<file path="src/rtl/serial_frame_rx.sv">
// serial_frame_rx: strobe-timed serial frame receiver.
// Frame on the line: start(0), DATA_WIDTH data bits MSB-first, optional
// parity bit, stop(1). A bit is consumed only on clock edges where en=1,
// so the receiver stays bit-aligned with the upstream shifter sharing en.
// Each completed frame updates data_out and the error flags and raises
// data_valid for one clock.
module serial_frame_rx #(
  parameter int DATA_WIDTH = 8,
  parameter bit PARITY_EN  = 1'b1,
  parameter bit PARITY_ODD = 1'b0
) (
  input  logic                  clk,
  input  logic                  aclr,
  input  logic                  sclr,
  input  logic                  en,
  input  logic                  serial_in,
  output logic [DATA_WIDTH-1:0] data_out,
  output logic                  data_valid,
  output logic                  parity_err,
  output logic                  frame_err,
  output logic                  busy
);

  localparam int                CNT_W    = $clog2(DATA_WIDTH);
  localparam logic [CNT_W-1:0]  LAST_BIT = CNT_W'(DATA_WIDTH - 1);

  typedef enum logic [1:0] {
    S_IDLE,
    S_DATA,
    S_PARITY,
    S_STOP
  } state_t;

  state_t                  state, state_nxt;
  logic [CNT_W-1:0]        bit_cnt, bit_cnt_nxt;
  logic [DATA_WIDTH-1:0]   shreg, shreg_nxt;
  logic                    par_acc, par_acc_nxt;   // running XOR of data bits
  logic                    par_mis, par_mis_nxt;   // parity mismatch of current frame
  logic [DATA_WIDTH-1:0]   data_out_nxt;
  logic                    parity_err_nxt;
  logic                    frame_err_nxt;
  logic                    data_valid_nxt;

  // Next-state and datapath decode; everything holds unless en qualifies the edge.
  always_comb begin
    // NOTE: every signal assigned here gets a default first, so no path
    // leaves a value unassigned and no latch is inferred.
    state_nxt      = state;
    bit_cnt_nxt    = bit_cnt;
    shreg_nxt      = shreg;
    par_acc_nxt    = par_acc;
    par_mis_nxt    = par_mis;
    data_out_nxt   = data_out;
    parity_err_nxt = parity_err;
    frame_err_nxt  = frame_err;
    data_valid_nxt = 1'b0;      // one-clock pulse, independent of en

    if (en) begin
      unique case (state)
        S_IDLE: begin
          if (!serial_in) begin
            state_nxt   = S_DATA;
            bit_cnt_nxt = '0;
            par_acc_nxt = 1'b0;
            par_mis_nxt = 1'b0;
          end
        end

        S_DATA: begin
          shreg_nxt   = {shreg[DATA_WIDTH-2:0], serial_in};
          par_acc_nxt = par_acc ^ serial_in;
          bit_cnt_nxt = bit_cnt + 1'b1;
          if (bit_cnt == LAST_BIT) begin
            bit_cnt_nxt = '0;
            state_nxt   = PARITY_EN ? S_PARITY : S_STOP;
          end
        end

        S_PARITY: begin
          // Total ones over data+parity must have the configured polarity.
          par_mis_nxt = ((par_acc ^ serial_in) != PARITY_ODD);
          state_nxt   = S_STOP;
        end

        S_STOP: begin
          data_out_nxt   = shreg;
          frame_err_nxt  = ~serial_in;
          parity_err_nxt = PARITY_EN & par_mis;
          data_valid_nxt = 1'b1;
          state_nxt      = S_IDLE;
        end

        default: state_nxt = S_IDLE;
      endcase
    end
  end

  // State register with busy registered alongside it.
  always_ff @(posedge clk or posedge aclr) begin
    // NOTE: sequential state uses non-blocking assignments so every flop
    // samples pre-edge values regardless of statement order.
    if (aclr) begin
      state <= S_IDLE;
      busy  <= 1'b0;
    end else if (sclr) begin
      state <= S_IDLE;
      busy  <= 1'b0;
    end else begin
      state <= state_nxt;
      busy  <= (state_nxt != S_IDLE);
    end
  end

  // Datapath and output registers; clears win over the bit strobe.
  always_ff @(posedge clk or posedge aclr) begin
    if (aclr) begin
      bit_cnt    <= '0;
      shreg      <= '0;
      par_acc    <= 1'b0;
      par_mis    <= 1'b0;
      data_out   <= '0;
      data_valid <= 1'b0;
      parity_err <= 1'b0;
      frame_err  <= 1'b0;
    end else if (sclr) begin
      bit_cnt    <= '0;
      shreg      <= '0;
      par_acc    <= 1'b0;
      par_mis    <= 1'b0;
      data_out   <= '0;
      data_valid <= 1'b0;
      parity_err <= 1'b0;
      frame_err  <= 1'b0;
    end else begin
      bit_cnt    <= bit_cnt_nxt;
      shreg      <= shreg_nxt;
      par_acc    <= par_acc_nxt;
      par_mis    <= par_mis_nxt;
      data_out   <= data_out_nxt;
      data_valid <= data_valid_nxt;
      parity_err <= parity_err_nxt;
      frame_err  <= frame_err_nxt;
    end
  end

endmodule
</file>
<file path="config.mk">
export PLATFORM = sky130hd
export DESIGN_NAME = serial_frame_rx
export DESIGN_NICKNAME = d
export VERILOG_FILES = /design/src/rtl/serial_frame_rx.sv
export SDC_FILE = /design/constraint.sdc
export NUM_CORES = 1
export LEC_CHECK = 0
export CORE_MARGIN = 5
export CORE_UTILIZATION = 45
export DETAILED_ROUTE_END_ITERATION = 8
export PLACE_DENSITY = 0.65
export SETUP_SLACK_MARGIN = 0.05
export SLEW_MARGIN = 20
export SYNTH_ARGS = -nofsm -noshare
export SYNTH_HDL_FRONTEND = slang
export SYNTH_SLANG_ARGS = --single-unit
export TNS_END_PERCENT = 10
</file>
<file path="constraint.sdc">
create_clock -name clk -period 3.2 [get_ports clk]
set_input_delay 0.48 -clock clk [delete_from_list [all_inputs] [get_ports clk]]
set_output_delay 0.48 -clock clk [all_outputs]
set_load 0.03 [all_outputs]
</file>
==> results.json <==
{
  "synth-simple-area-share_pct": 20.0,
  "hpwlAfterDp_mm": 1.48,
  "path_class": "reg -> out",
  "drv_cap": 0,
  "clkPwrFrac_pct": 27.0,
  "ant_nets": 0,
  "place.gp.congestion": 0.751,
  "synth_edf_count": 0,
  "seqPwrFrac_pct": 64.8,
  "critPathMaxStageDelay_ns": 0.68,
  "cts.clk_slew.worst_paths_ns": 0.14,
  "cts_resized": 0,
  "synth_adder_area_share_pct": 1.97,
  "num_antenna_cells": 0,
  "portBuffers": 16,
  "worst_slew_pin_slew_ns": 0.551,
  "critPathRequiredTime_ns": 2.72,
  "fillers": 252,
  "die_h_um": 63.2,
  "pwr_density_cell_nw_per_um2": 374,
  "fin_crit_sh_pct": 58.1,
  "ir_worst_vdd_mv": 0.224,
  "h-tree-depth": 1,
  "fin_tns_setup_ns": 0,
  "max_freq_ghz": 0.538,
  "period_minus_slack_ns": 1.86,
  "seq_area_frac_synth_pct": 53.1,
  "timing.critical_path.buf_inv": 1,
  "critPathTopFamily": "buffers and inverters",
  "grt_pass1_wl_mm": 3.93,
  "synth.area.mux_share_pct": 9.06,
  "synth.distinct_cells": 30,
  "dieArea_um2": 3990,
  "switchingPower_uw": 128,
  "rsz0062_at_grt": "no",
  "ys_seq_elements": 27,
  "clk_latency_ns": 0.32,
  "cts_tree": "yes",
  "cts_hold_buf": 0,
  "grt-ovfl-total": 0,
  "cts_root_buf": "clkbuf_4",
  "switching_share_pct": 23.8,
  "cp_max_fo": 2,
  "core_area_um2": 2730,
  "wl_per_cell_um": 13.1,
  "syn-num-nets": 127,
  "synth-xor-area-share_pct": 0.689,
  "fin_skew_ns": 0.00260,
  "yosys_warnings": 0,
  "ys.flop_type": "dfrtp_1",
  "ctsLongestPathBuffers": 2,
  "startpoint": "parity_err",
  "crit_path_start_kind": "flip-flop",
  "power_frac_comb_pct": 8.2,
  "reg2reg_from": "state[1]",
  "postSynth.asyncResetShare_pct": 100,
  "regArea_um2": 676,
  "io_pins": 17,
  "dieWidth_um": 63.2,
  "start_util_pct": 46.5,
  "pre_cts_ws_ns": 1.15,
  "drt-initial-drc-count": 29,
  "cts_buffers": 3,
  "drc": 0,
  "synth_compound_area_share_pct": 9.15,
  "layout-drive-gt1-share_pct": 9.02,
  "synthTopCellsByArea": "dfrtp_1 (53%), mux2i_1 (7.9%), nand2_1 (6.5%), a21oi_1 (4.7%), buf_6 (3.5%)",
  "hold_viol": 0,
  "crit_slowest_cell": "clkdlybuf4s50_1",
  "area_delta_synth_final_pct": 13.3,
  "outcome": "finished, final reports clean",
  "vias": 852,
  "dr.pass1.iters": 4,
  "finalSetupViolCount": 0,
  "synth_top_area_share_pct": 53.1,
  "grt_pass1_vias": 885,
  "antenna_found_initial": 0,
  "crit_chain": "clkdlybuf4s50_1",
  "ff2ff_path_depth": 3,
  "multi_input_area_um2": 519,
  "report.final.slew_viol_count": 0,
  "syn_area_per_cell_um2": 10.6,
  "rows": 19,
  "syn_area_um2": 1270,
  "slew_headroom_pct": 63.2,
  "fin_ws_ns": 1.34,
  "avgViaCountPerCell": 5.20,
  "cts_num_sinks": 27,
  "finalPower_uw": 538,
  "nets": 141,
  "gr-usage-all-layers_pct": 12.2,
  "cts_setup_buffers": 0,
  "r2r_end": "shreg[3]",
  "drt_wl_total_mm": 2.14,
  "hp-class": "in -> async",
  "cp.arrival_ns": 1.38,
  "synth_area_leader_cell": "dfrtp_1",
  "r2r_slack_ns": 1.75,
  "end_kind": "output pin",
  "leakage_uw": 0.000679,
  "internal_power_uw": 410,
  "syn_inst": 120,
  "synth_top_family_by_area": "simple AND/OR/NAND/NOR gates",
  "grt_max_degree": 28
}
## flip-flops by register name (all words and copies together) (netlist names)
signal	flops
data_valid	1
busy	1
parity_err	1
frame_err	1
state	2
bit_cnt	3
par_acc	1
shreg	8
data_out	8
par_mis	1
## cell usage in the layout, fill, tap and decap left out
cell type / netlist / final
a211oi_1: 1 / 1
a21bo_1: 1 / 1
a21oi_1: 12 / 12
a22oi_1: 1 / 1
and2b_1: 2 / 2
and3_4: 1 / 1
buf_4: 1 / 1
clkbuf_4: 0 / 3
clkdlybuf4s50_1: 0 / 16
clkinv_2: 0 / 1
dfrtp_1: 27 / 27
ha_1: 2 / 2
inv_1: 3 / 2
inv_2: 0 / 1
mux2_4: 1 / 1
mux2i_1: 10 / 10
nand2_1: 22 / 22
nand2b_1: 1 / 1
nand2b_4: 1 / 1
nand3_1: 2 / 2
nand3b_1: 1 / 1
nand4b_1: 1 / 1
nor2_1: 11 / 11
nor2b_1: 2 / 2
nor3_1: 2 / 2
nor3b_2: 2 / 2
nor4bb_1: 1 / 1
o21ai_0: 3 / 3
o21ba_4: 1 / 1
xor2_1: 1 / 1
## power groups by stage
stage               Combinational, µW  Sequential, µW  Clock [µW]
global placement                 44.5             355           0
global route                     49.7             350         169
finish                           44.1             349         146
CTS                              45.3             349         156
floorplan                        35.2             355           0
detailed placement               45.1             355           0
## worst register-to-register path, stage by stage (launching register included)
cell      delay (ns)
dfrtp_1         0.52
nand3b_1        0.49
mux2i_1         0.28
nor2_1          0.06
## worst max-delay path by stage
| stage | to | slack (ns) | cells past startpoint |
|---|---|---|---|
| 6_report | parity_err | 1.34 | 1 |
| 5_1_grt | data_out[6] | 1.26 | 1 |
| 4_1_cts | parity_err | 1.32 | 1 |
| 3_5_place_dp | shreg[5] | 1.15 | 4 |
| 3_3_place_gp | shreg[5] | 1.17 | 4 |
| 2_1_floorplan | bit_cnt[0] | 1.90 | 4 |
## cell families (layout without fill, tap and decap cells)
group                      after synthesis  count (layout)
muxes                                   11              11
xor gates and xnor gates                 1               1
DFF                                     27              27
and+or+nand+nor                         49              49
adders and majority gates                2               2
AOI/OAI and AO/OA                       19              19
buffers and inverters                   11              24
## cell usage after synthesis, drive strengths merged (2+ instances only)
master	count
a21oi	12
nor2	11
ha	2
o21ai	3
nor3	2
nor2b	2
nand3	2
and2b	2
nand2	22
inv	3
nor3b	2
dfrtp	27
mux2i	10
buf	7
nand2b	2
## final cells by class
cell class,count,share of cell area (%)
flip-flops and latches,27,46.9
multi-input cells,82,36.1
repair buffers,17,11.6
well taps,31,2.69
clock buffers,3,1.56
inverters,3,0.782
clock inverters,1,0.348
## metrics by stage
stage                     cell area (µm²)  instances  util, %  hold slack [ns]
after floorplan                      1270        120        -            0.489
after global placement               1410        160     51.7            0.509
after global routing                 1440        164     52.7            0.535
final                                1440        164     52.7            0.499
after CTS                            1440        164     52.7            0.534
after detailed placement             1410        160     51.7            0.514
## layer usage
metal,vias up,routed length (µm),global-route usage [%]
li1,425,-,-
met1,409,1020,15.7
met2,13,1010,19.1
met3,5,68,2.49
met4,0,46,6.37
met5,-,0,0
Note: power is estimated with default switching activity, not from simulation.
